File: config.mk
export PLATFORM = sky130hd
export DESIGN_NAME = nibble_serial_adder_ctrl
export DESIGN_NICKNAME = d
export VERILOG_FILES = /design/src/rtl/nibble_serial_adder_ctrl.sv
export SDC_FILE = /design/constraint.sdc
export NUM_CORES = 1
export LEC_CHECK = 0
export CORE_MARGIN = 2
export CORE_UTILIZATION = 40
export CTS_CLUSTER_DIAMETER = 50
export DETAILED_ROUTE_END_ITERATION = 8
export PLACE_DENSITY = 0.8
export REMOVE_ABC_BUFFERS = 1
export SYNTH_ARGS = -nofsm -noshare
export SYNTH_HDL_FRONTEND = slang
export SYNTH_SLANG_ARGS = --single-unit
File: constraint.sdc
create_clock -name clk -period 5.39 [get_ports clk]
set_input_delay 1.617 -clock clk [delete_from_list [all_inputs] [get_ports clk]]
set_output_delay 1.617 -clock clk [all_outputs]
set_load 0.02 [all_outputs]
File: src/rtl/nibble_serial_adder_ctrl.sv
`default_nettype none
// ============================================================================
// Module   : nibble_serial_adder_ctrl
// Purpose  : Sequences a NIBBLES x 4-bit add or subtract through one shared
//            external 4-bit ripple-carry adder. It processes one nibble per
//            clock, LSB nibble first, and chains the carry through an
//            internal register. When the last nibble is written it reports
//            sum, carry-out and signed overflow with a one-cycle done pulse.
// Ports    : clk, rst            - clock, synchronous active-high reset
//            start, sub, a, b    - request, operation select, operands
//                                  (sampled together, in IDLE only)
//            adder_a/b/cin       - nibble operands and carry to shared adder
//            adder_s/cout        - combinational result of shared adder
//            busy, done          - ADD in progress / one-cycle result strobe
//            sum, cout, overflow - registered result, held until next start
// Revision : 1.0 - initial release
// ============================================================================
module nibble_serial_adder_ctrl #(
    parameter int NIBBLES = 4
) (
    input  logic                 clk,
    input  logic                 rst,
    input  logic                 start,
    input  logic                 sub,
    input  logic [4*NIBBLES-1:0] a,
    input  logic [4*NIBBLES-1:0] b,
    output logic [3:0]           adder_a,
    output logic [3:0]           adder_b,
    output logic                 adder_cin,
    input  logic [3:0]           adder_s,
    input  logic                 adder_cout,
    output logic                 busy,
    output logic                 done,
    output logic [4*NIBBLES-1:0] sum,
    output logic                 cout,
    output logic                 overflow
);

    localparam int W  = 4 * NIBBLES;
    localparam int IW = $clog2(NIBBLES);

    localparam logic [1:0] c_IDLE = 2'd0;
    localparam logic [1:0] c_ADD  = 2'd1;
    localparam logic [1:0] c_DONE = 2'd2;

    localparam logic [IW-1:0] c_LAST_IDX = IW'(NIBBLES - 1);
    localparam logic [IW-1:0] c_IDX_ONE  = IW'(1);

    logic [1:0]    r_state;
    logic [IW-1:0] r_idx;
    logic          r_carry;
    logic [W-1:0]  r_a;
    logic [W-1:0]  r_b;
    logic [W-1:0]  r_sum;
    logic          r_cout;
    logic          r_ovf;

    // Bit offset of the nibble currently being processed.
    logic [IW+1:0] w_lo;
    assign w_lo = {r_idx, 2'b00};

    always_ff @(posedge clk) begin
        if (rst) begin
            r_state <= c_IDLE;
            r_idx   <= '0;
            r_carry <= 1'b0;
            r_a     <= '0;
            r_b     <= '0;
            r_sum   <= '0;
            r_cout  <= 1'b0;
            r_ovf   <= 1'b0;
        end else begin
            case (r_state)
                c_IDLE: begin
                    if (start) begin
                        // Subtraction is A + ~B + 1: invert B here and
                        // seed the carry chain with the +1.
                        r_a     <= a;
                        r_b     <= sub ? ~b : b;
                        r_carry <= sub;
                        r_idx   <= '0;
                        r_sum   <= '0;
                        r_cout  <= 1'b0;
                        r_ovf   <= 1'b0;
                        r_state <= c_ADD;
                    end
                end
                c_ADD: begin
                    r_sum[w_lo +: 4] <= adder_s;
                    r_carry          <= adder_cout;
                    if (r_idx == c_LAST_IDX) begin
                        // Capture the flags on the last nibble so they are
                        // already valid in the cycle done is high. The MSB
                        // of the result is adder_s[3] on this edge.
                        r_cout  <= adder_cout;
                        r_ovf   <= (r_a[W-1] == r_b[W-1]) && (adder_s[3] != r_a[W-1]);
                        r_state <= c_DONE;
                    end else begin
                        r_idx <= r_idx + c_IDX_ONE;
                    end
                end
                c_DONE: begin
                    r_state <= c_IDLE;
                end
                default: begin
                    r_state <= c_IDLE;
                end
            endcase
        end
    end

    always_comb begin
        adder_a   = 4'd0;
        adder_b   = 4'd0;
        adder_cin = 1'b0;
        if (r_state == c_ADD) begin
            adder_a   = r_a[w_lo +: 4];
            adder_b   = r_b[w_lo +: 4];
            adder_cin = r_carry;
        end
    end

    assign busy     = (r_state == c_ADD);
    assign done     = (r_state == c_DONE);
    assign sum      = r_sum;
    assign cout     = r_cout;
    assign overflow = r_ovf;

endmodule
`default_nettype wire

==> out/results.ini <==
[run_status]
outcome = finished, final reports clean

[logic_synthesis]
synth_cells = 257
syn_area_per_cell_um2 = 9.78
synth.cell_area_mm2 = 0.00251
yosysTopAreaCellShare_pct = 43.8
synth.top_cells.by_count = 55 x dfxtp_1, 37 x nand2_1, 24 x a21oi_1, 19 x nor2_1
synth.most_common_cell = dfxtp_1
synth.largest_area_cell = dfxtp_1
netlist_top_cells_area = dfxtp_1 44%, mux4_2 7.2%, a22o_1 5.6%, xnor2_1 5.6%, nand2_1 5.5%
ys_warn_count = 0
ys_seq_elements = 55
synth_edf_count = 0
async_flop_share_pct = 0
ys_types = 35
ys_seq_area_share_pct = 43.8
synth-main-ff-cell = dfxtp_1

[clocking]
clock-sinks = 55
clockRootBuffer = clkbuf_8
cts_made_buffers = 5
cts_tree = done
post_cts_resized = 0
clockBufferDepth = 2
clk_pin_slew_ns = 0.09
htree_levels = 2
cts_hold_buf = 0
clock_latency_ns = 0.30
postCtsSetupBuffers = 0

[setup_path]
critPathRequiredTime_ns = 3.77
crit_arrival_ns = 2.43
cpMaxStageDelayCell = dfxtp_1
crit_path_start_kind = register
worstSetupEndpointType = output pin
cp_max_fo = 12
cpPeakStageDelay_ns = 0.61
path_cells = buf_4 > mux4_2 > and2_1 > clkdlybuf4s50_1
worstRegToRegCells = 6
crit_family = buffers and inverters
crit_type = reg -> out
cp.depth = 4
critPathBufInv = 2

[final_layout]
n_antenna_cell = 0
utilization_pct = 55.0
syn_to_final_growth_pct = 31.1
final_nets = 363
drive_gt1_share_pct = 8.52
n_fill_cell = 559
stdcell_count = 392
fin_area_mm2 = 0.00329

[power_and_ir_drop]
p_leak_nw = 1.17
ir_worst_vdd_mv = 0.125
power_density_mw_per_mm2 = 251
combPwrFrac_pct = 17.9
seqPwrFrac_pct = 53.7
pwr-share-clk_pct = 28.4
p_int_mw = 0.613
p_sw_mw = 0.214
swShare_pct = 25.9

[placed_design]
portBuffers = 69
place_ws_ns = 1.65
place_congestion = 0.894
place_area_mm2 = 0.00320
dp_cells = 384
dpl.hpwl_um = 3800

[timing]
slew_viol_final = 0
grt_setup_unrepaired = no
skew_ns = 0.0126
max_freq_ghz = 0.247
final.setup.worst_slack_ns = 1.34
setup_tns_ns = 0
layout_min_cycle_time_ns = 4.05
worst_pin_slew_ns = 0.868
setup_viol = 0
final_min_period_over_clock_period_pct = 75.1
finalHoldViolations = 0
relSlewSlack_pct = 42.0

[floorplan]
fp.dieW_um = 83.3
core_mm2 = 0.00599
num_rows = 28
num_io_pins = 70
die_h_um = 83.3
initial_utilization_pct = 42.0
die_area_mm2 = 0.00693

[global_routing]
gr-usage-all-layers_pct = 15.8
grt_start_max_net_pins = 51
overflow = 0
grt_pass1_vias = 1885
antenna_found_initial = 0
grt_pass1_wl_um = 9020

[routing]
avgRoutedWirePerCell_um = 13.6
dr_total_vias = 1961
drt_wl_total_um = 5340
drc_errors = 0
ant_nets = 0
viasPerCell = 5.00
first_iter_violations = 100
dr.pass1.iters = 4

[worst_hold_path]
whs_path_depth = 2
min_path_type = reg -> reg

[job]
maxCapViolCount = 0

state kept, by name, indices dropped and copies added (netlist names):
| signal | flops |
|---|---|
| r_a | 16 |
| r_b | 16 |
| sum | 16 |
| r_idx | 2 |
| r_state | 2 |
| cout | 1 |
| overflow | 1 |
| r_carry | 1 |
worst reg2reg max path: cells and delay by family (launching register included):
family	cells	cell delay, ns
buf+inv	2	0.39
fa+ha+maj	1	0.38
simple gates	2	0.64
compound gates	1	0.23
flops	1	0.61
final timing paths:
check                start         end  slack (ns)
setup reg to reg  r_idx[0]     sum[10]        3.07
setup / recovery  r_idx[0]  adder_b[1]        1.34
hold reg to reg    r_a[10]     r_a[10]        0.46
hold / removal     r_a[10]     r_a[10]        0.46
cells in the final DEF (no fill, tap or decap), types with 2 or more instances in the layout:
master and count:
dfxtp_1 55, xnor2_1 16, clkdlybuf4s50_1 68, and2_1 9, a211oi_1 16, mux2_2 4
mux4_2 8, nor2_1 19, nand4_1 2, ha_1 6, clkbuf_8 6, nand3_1 2
nor2b_1 4, a22o_1 16, a21oi_1 24, buf_4 2, nand2_1 37, inv_1 5
final cells by class:
class                   count  area, um^2  area share, %
inverters                   5        18.8          0.570
repair buffers             71         701           21.3
clock inverters             2        16.3          0.494
clock buffers               6        82.6           2.51
flip-flops and latches     55        1100           33.4
well taps                  75        93.8           2.85
multi-input cells         178        1280           38.9
logic make-up after synthesis:
logic type | Yosys count | share of synthesized area (%)
and+or+nand+nor | 83 | 16.7
muxes | 12 | 8.96
AOI/OAI and AO/OA | 61 | 16.7
adders and majority gates | 6 | 2.99
DFF | 55 | 43.8
buffers and inverters | 24 | 5.23
xor gates and xnor gates | 16 | 5.57
routing by layer:
| layer | wire length, um | global-route usage (%) | vias to the layer above |
|---|---|---|---|
| li1 | - | - | 1019 |
| met1 | 2420 | 20.8 | 888 |
| met2 | 2560 | 25.7 | 52 |
| met3 | 322 | 3.68 | 2 |
| met4 | 38 | 4.92 | 0 |
| met5 | 0 | 0 | - |
power groups by stage:
stage | combinational [mW] | clock (mW) | sequential (mW)
2_1_floorplan | 0.0807 | 0 | 0.453
3_3_place_gp | 0.146 | 0 | 0.453
3_5_place_dp | 0.149 | 0 | 0.454
4_1_cts | 0.149 | 0.242 | 0.444
5_1_grt | 0.164 | 0.257 | 0.447
6_report | 0.148 | 0.235 | 0.444
per-stage QoR:
stage                     hold WS (ns)  power [mW]
final                            0.458       0.827
after global routing             0.482       0.868
after CTS                        0.459       0.836
after detailed placement         0.445       0.603
after global placement           0.440       0.599
after floorplan                  0.427       0.534
No activity file was read; power rests on OpenSTA's default activity.
